==> src/rtl/enemy_wave_controller.sv <==
// Enemy wave controller: four lane slots that spawn at a fixed frame interval,
// march right each frame, and leave by escaping past END_X or being hit.
// Also resolves which enemy (if any) owns the current scan pixel.
module enemy_wave_controller #(
    parameter int SPAWN_FRAMES = 60,
    parameter int WAVE_SIZE    = 8,
    parameter int SPEED        = 2,
    parameter int START_X      = 0,
    parameter int END_X        = 608,
    parameter int LANE_Y       = 208,
    parameter int LANE_STEP    = 48,
    parameter int ENEMY_W      = 32,
    parameter int ENEMY_H      = 32
) (
    input  logic        clk,
    input  logic        resetN,
    input  logic        enable,
    input  logic        startOfFrame,
    input  logic [10:0] pixelX,
    input  logic [10:0] pixelY,
    input  logic        hitValid,
    input  logic [1:0]  hitSlot,
    output logic [10:0] offsetX,
    output logic [10:0] offsetY,
    output logic        InsideRectangle,
    output logic [1:0]  activeSlot,
    output logic [2:0]  enemyCount,
    output logic        escapeP,
    output logic        waveDone
);

    localparam int CNT_W = (SPAWN_FRAMES > 1) ? $clog2(SPAWN_FRAMES) : 1;

    typedef enum logic [1:0] {IDLE, RUN, DONE} state_t;

    state_t           state;
    logic [3:0]       slotActive;
    logic [10:0]      slotX [4];
    logic [CNT_W-1:0] spawnCnt;
    logic [3:0]       spawned;

    logic [3:0]       hitMask;
    logic [3:0]       liveMask;
    logic [3:0]       nextActive;
    logic [10:0]      nextX [4];
    logic [CNT_W-1:0] nextCnt;
    logic [3:0]       nextSpawned;
    logic             escAny;
    logic             freeFound;
    logic [1:0]       freeIdx;
    logic             waveEmpty;

    logic             ownVld_p0;
    logic [1:0]       ownSlot_p0;
    logic [10:0]      ownOffX_p0;
    logic [10:0]      ownOffY_p0;

    // Top edge of a lane, widened to 12 bits so bottom-edge sums cannot wrap.
    function automatic logic [11:0] laneY(input int i);
        return 12'(LANE_Y + i * LANE_STEP);
    endfunction

    function automatic logic [2:0] popCount(input logic [3:0] v);
        return 3'(v[0]) + 3'(v[1]) + 3'(v[2]) + 3'(v[3]);
    endfunction

    assign waveEmpty = (spawned == 4'(WAVE_SIZE)) && (slotActive == 4'b0);

    // Next slot picture for one RUN cycle: hit first, then move, then spawn.
    always_comb begin
        hitMask = 4'b0;
        if (hitValid) hitMask[hitSlot] = slotActive[hitSlot];
        liveMask    = slotActive & ~hitMask;
        nextActive  = liveMask;
        nextCnt     = spawnCnt;
        nextSpawned = spawned;
        escAny      = 1'b0;
        freeFound   = 1'b0;
        freeIdx     = 2'd0;
        for (int i = 0; i < 4; i++) nextX[i] = slotX[i];
        // A slot freed by a hit this cycle is available for the spawn.
        for (int i = 3; i >= 0; i--) begin
            if (!liveMask[i]) begin
                freeFound = 1'b1;
                freeIdx   = 2'(i);
            end
        end
        if (startOfFrame) begin
            // Only slots alive before this frame's spawn move, so a fresh
            // enemy sits at START_X for a full frame.
            for (int i = 0; i < 4; i++) begin
                if (liveMask[i]) begin
                    if ({1'b0, slotX[i]} + 12'(SPEED) >= 12'(END_X)) begin
                        nextActive[i] = 1'b0;
                        escAny        = 1'b1;
                    end else begin
                        nextX[i] = slotX[i] + 11'(SPEED);
                    end
                end
            end
            if (spawnCnt == CNT_W'(SPAWN_FRAMES - 1)) begin
                // Counter parks here until a spawn succeeds, so a blocked
                // spawn is retried on every following frame.
                if ((spawned < 4'(WAVE_SIZE)) && freeFound) begin
                    nextActive[freeIdx] = 1'b1;
                    nextX[freeIdx]      = 11'(START_X);
                    nextCnt             = '0;
                    nextSpawned         = spawned + 4'd1;
                end
            end else begin
                nextCnt = spawnCnt + CNT_W'(1);
            end
        end
    end

    // Wave FSM with slot state, escape pulse and done flag.
    always_ff @(posedge clk or negedge resetN) begin
        if (!resetN) begin
            state      <= IDLE;
            slotActive <= 4'b0;
            for (int i = 0; i < 4; i++) slotX[i] <= 11'd0;
            spawnCnt   <= '0;
            spawned    <= 4'd0;
            escapeP    <= 1'b0;
            waveDone   <= 1'b0;
        end else begin
            escapeP <= 1'b0;
            case (state)
                IDLE: begin
                    slotActive <= 4'b0;
                    spawnCnt   <= '0;
                    spawned    <= 4'd0;
                    waveDone   <= 1'b0;
                    if (enable) state <= RUN;
                end
                RUN: begin
                    if (!enable) begin
                        state      <= IDLE;
                        slotActive <= 4'b0;
                        spawnCnt   <= '0;
                        spawned    <= 4'd0;
                    end else if (waveEmpty) begin
                        state    <= DONE;
                        waveDone <= 1'b1;
                    end else begin
                        slotActive <= nextActive;
                        slotX      <= nextX;
                        spawnCnt   <= nextCnt;
                        spawned    <= nextSpawned;
                        escapeP    <= escAny;
                    end
                end
                DONE: begin
                    if (!enable) begin
                        state    <= IDLE;
                        waveDone <= 1'b0;
                    end
                end
                default: state <= IDLE;
            endcase
        end
    end

    // Pixel owner search; scanning downward lets the lowest index win overlaps.
    always_comb begin
        ownVld_p0  = 1'b0;
        ownSlot_p0 = 2'd0;
        ownOffX_p0 = 11'd0;
        ownOffY_p0 = 11'd0;
        for (int i = 3; i >= 0; i--) begin
            if (slotActive[i]
                && ({1'b0, pixelX} >= {1'b0, slotX[i]})
                && ({1'b0, pixelX} <  {1'b0, slotX[i]} + 12'(ENEMY_W))
                && ({1'b0, pixelY} >= laneY(i))
                && ({1'b0, pixelY} <  laneY(i) + 12'(ENEMY_H))) begin
                ownVld_p0  = 1'b1;
                ownSlot_p0 = 2'(i);
                ownOffX_p0 = pixelX - slotX[i];
                ownOffY_p0 = pixelY - 11'(laneY(i));
            end
        end
    end

    // Stage p0 -> p1: registered pixel-owner outputs.
    always_ff @(posedge clk or negedge resetN) begin
        if (!resetN) begin
            InsideRectangle <= 1'b0;
            activeSlot      <= 2'd0;
            offsetX         <= 11'd0;
            offsetY         <= 11'd0;
        end else begin
            InsideRectangle <= ownVld_p0;
            activeSlot      <= ownSlot_p0;
            offsetX         <= ownOffX_p0;
            offsetY         <= ownOffY_p0;
        end
    end

    // Live enemy count, trailing slot changes by one cycle.
    always_ff @(posedge clk or negedge resetN) begin
        if (!resetN) enemyCount <= 3'd0;
        else         enemyCount <= popCount(slotActive);
    end

endmodule

==> config.mk <==
export PLATFORM = sky130hd
export DESIGN_NAME = enemy_wave_controller
export DESIGN_NICKNAME = d
export VERILOG_FILES = /design/src/rtl/enemy_wave_controller.sv
export SDC_FILE = /design/constraint.sdc
export NUM_CORES = 1
export LEC_CHECK = 0
export ABC_AREA = 1
export CAP_MARGIN = 5
export CORE_ASPECT_RATIO = 2
export CORE_MARGIN = 2
export CORE_UTILIZATION = 25
export DETAILED_ROUTE_END_ITERATION = 12
export GPL_ROUTABILITY_DRIVEN = 0
export PLACE_DENSITY = 0.44
export SETUP_SLACK_MARGIN = 0.15
export SLEW_MARGIN = 15
export SYNTH_ARGS = -nofsm -noshare
export SYNTH_HDL_FRONTEND = slang
export SYNTH_SLANG_ARGS = --single-unit
==> constraint.sdc <==
create_clock -name clk -period 2.7 [get_ports clk]
set_input_delay 0.405 -clock clk [delete_from_list [all_inputs] [get_ports clk]]
set_output_delay 0.405 -clock clk [all_outputs]
set_load 0.05 [all_outputs]
==> impl_metrics.env, run 1 <==
export IMPL_status="complete, no violations"
export IMPL_power_leakage_uw=0.00623
export IMPL_synth_edff_count=0
export IMPL_arrival_ps=2750
export IMPL_endpoint_kind="register"
export IMPL_synthFlopType="dfrtp_1"
export IMPL_start_kind="input port"
export IMPL_die_area_um2=37300
export IMPL_grt_start_max_net_pins=39
export IMPL_track_usage=0.179
export IMPL_path_class="in -> reg"
export IMPL_min_path_type="in -> async"
export IMPL_drive_gt1_frac=0.209
export IMPL_clock_latency_ps=380
export IMPL_grt_pass1_vias=9606
export IMPL_slowest_delay_ps=420
export IMPL_finalSetupViolCount=0
export IMPL_syn2layout_area_growth_pct=37.1
export IMPL_path_max_fanout=8
export IMPL_p_per_area_nw_per_um2=489
export IMPL_grt_use_met2=0.350
export IMPL_core_rowCount=97
export IMPL_drc=0
export IMPL_synth_avg_cell_area_um2=6.74
export IMPL_cpMaxStageDelayCell="clkdlybuf4s50_1"
export IMPL_dpl_hpwl_mm=27.2
export IMPL_async_reset_ff_frac=1.00
export IMPL_antenna_found_initial=0
export IMPL_maxCapViolCount=0
export IMPL_cts_tree="built"
export IMPL_fin_cells=2026
export IMPL_required_ps=2960
export IMPL_synth_cells=1321
export IMPL_clkSinkCount=90
export IMPL_drt_pass1_iterations=5
export IMPL_cts_path_max_buffers=2
export IMPL_io_pins=59
export IMPL_cts_root_buffer="clkbuf_16"
export IMPL_grt_pass1_wl_mm=50.4
export IMPL_die_h_um=271
export IMPL_clock_skew_final_ps=9.96
export IMPL_post_route_min_period_ps=2480
export IMPL_finalCritPeriodShare=0.920
export IMPL_start_util=0.254
export IMPL_port_buffers=58
export IMPL_yosys_top_cells_area="dfrtp_1 (25%), nand2_1 (15%), ha_1 (13%)"
export IMPL_postLayoutCoreUtil=0.348
export IMPL_ctsHoldBuffers=0
export IMPL_grt_ovfl_total=0
export IMPL_fin_ws_ps=217
export IMPL_place_area_um2=11500
export IMPL_ir_drop_mv=0.309
export IMPL_synth_top_area_frac=0.253
export IMPL_syn_nets=1448
export IMPL_maxSlewHeadroom=0.602
export IMPL_fin_tns_setup_ps=0
export IMPL_yosysMostFrequentCell="nand2_1"
export IMPL_path_cells="clkdlybuf4s50_1, buf_4, buf_4, ha_1, nand2_1, inv_1, a21oi_1, nand2_1, nor2_2, a21oi_2, buf_4, nand3_1, nand2_1, nand2_2, nand3_1"
export IMPL_synth_commonest_cells="nand2_1 (355), inv_1 (180), nand3_1 (122), nor2_1 (108), ha_1 (93)"
export IMPL_cpLargestDelayFamily="buffers and inverters"
export IMPL_ys_seq_elements=90
export IMPL_grt_use_met1=0.173
export IMPL_netlist_top_cell_by_area="dfrtp_1"
export IMPL_max_freq_ghz=0.403
export IMPL_htree_levels=3
export IMPL_yosysSeqAreaShare=0.253
export IMPL_n_antenna_cell=0
export IMPL_slew_violations=0
export IMPL_clk_pin_slew_ps=70
export IMPL_fillerInstances=3793
export IMPL_syn_area_um2=8910
export IMPL_ant_nets=0
export IMPL_rsz0062_at_grt="true"
export IMPL_fin_area_um2=12200
export IMPL_wirelength_mm=32.3
export IMPL_place_ws_ps=-350
export IMPL_busiest_layer="met2"
export IMPL_met3_usage=0.0204
export IMPL_core_area_um2=35100
export IMPL_yosysWarnings=0
export IMPL_routed_via_density=4.63
export IMPL_dp_cells=1996
export IMPL_hold_viol=0
export IMPL_via_count=9379
export IMPL_critical_path_buf_inv_count=5
export IMPL_worstMarginPinSlew_ps=596
export IMPL_finalNetCount=1703
export IMPL_die_w_um=137
export IMPL_numCtsBuffers=9
export IMPL_synth_cell_type_count=47
export IMPL_wl_per_cell_um=16.0
export IMPL_first_iter_violations=450
power breakdown:
| part | total [uW] | switching (uW) | internal (uW) |
|---|---|---|---|
| combinational | 2990 | 1620 | 1370 |
| clock | 1360 | 703 | 652 |
| sequential | 1620 | 151 | 1470 |
| total | 5970 | 2470 | 3490 |
placed cells by master (no fill, tap or decap), types with 5 or more instances in the layout:
cell	n
dfrtp_1	85
o21ai_1	10
dfrtp_2	5
o21bai_1	5
buf_4	191
a21o_1	6
clkdlybuf4s50_1	54
nor2_4	7
nor3_1	17
buf_6	5
nand4_1	40
or2_2	7
inv_2	9
nor2_1	100
o21ai_0	52
nand2_2	13
nand3_1	112
and2_1	5
nor2_2	21
xnor2_1	12
inv_1	176
nand3_2	10
xor2_1	47
a21oi_1	59
clkbuf_16	10
buf_12	10
nand3b_1	6
nand2_1	343
a21oi_2	6
o211ai_1	5
ha_1	85
per-layer routing:
metal,part of all wire,vias up,routed length [um]
met5,0,-,0
met4,0.061,0,1970
met3,0.019,72,620
met2,0.56,155,18000
met1,0.36,4333,11800
li1,-,4819,-
registers in the layout (all words and copies together) (netlist names):
register	count
offsetY	11
slotActive	4
InsideRectangle	1
state	2
enemyCount	3
waveDone	1
spawnCnt	6
spawned	4
offsetX	11
activeSlot	2
slotX	44
escapeP	1
worst paths after layout:
kind | cells after the start | slack, ps | endpoint | startpoint
max | 15 | 220 | offsetX[10] | pixelX[9]
min | 1 | 20 | slotX[8] | resetN
max reg2reg | 15 | 250 | offsetY[3] | slotX[5]
min reg2reg | 2 | 490 | waveDone | waveDone
max in group asynchronous | 2 | 1920 | slotX[40] | resetN
min in group clk | 2 | 490 | waveDone | waveDone
kinds of logic (layout without fill, tap and decap cells):
group | after synthesis | after routing | synth area share
buffers and inverters | 206 | 466 | 0.0916
flip-flops | 90 | 90 | 0.253
adder cells (fa/ha/maj) | 98 | 98 | 0.142
AO/OA/AOI/OAI | 168 | 168 | 0.105
XOR/XNOR | 61 | 61 | 0.0600
AND/OR/NAND/NOR | 698 | 698 | 0.349
final cells by class:
type | instances | area, um^2 | share of cell area
repair buffers | 264 | 2290 | 0.188
clock inverters | 7 | 66.3 | 0.00543
multi-input cells | 1025 | 6110 | 0.500
clock buffers | 9 | 225 | 0.0184
flip-flops and latches | 90 | 2260 | 0.185
well taps | 445 | 557 | 0.0456
inverters | 186 | 701 | 0.0574
timing repair:
| item | in CTS | in global routing |
|---|---|---|
| buffers inserted | 3 | 10 |
| pin swaps | 8 | 28 |
| cloned | 0 | 1 |
| endpoints found under the setup margin | 18 | 29 |
| gates resized for setup | 19 | 67 |
per-stage QoR:
stage,hold WS [ps],power [uW]
2_1_floorplan,109,3220
3_3_place_gp,451,4500
3_5_place_dp,453,4510
4_1_cts,31.8,5930
5_1_grt,57.1,6450
6_report,20.6,5970
Note: power is estimated with default switching activity, not from simulation.
==> run 2, diff against run 1 <==
--- a/config.mk
+++ b/config.mk
@@ -11,7 +11,7 @@
 export CORE_MARGIN = 2
 export CORE_UTILIZATION = 25
 export DETAILED_ROUTE_END_ITERATION = 12
-export GPL_ROUTABILITY_DRIVEN = 0
+export GPL_ROUTABILITY_DRIVEN = 1
 export PLACE_DENSITY = 0.44
 export SETUP_SLACK_MARGIN = 0.15
 export SLEW_MARGIN = 15
==> results of run 2 <==
Same layout as run 1: the final DEF is identical, and so are final timing and power.
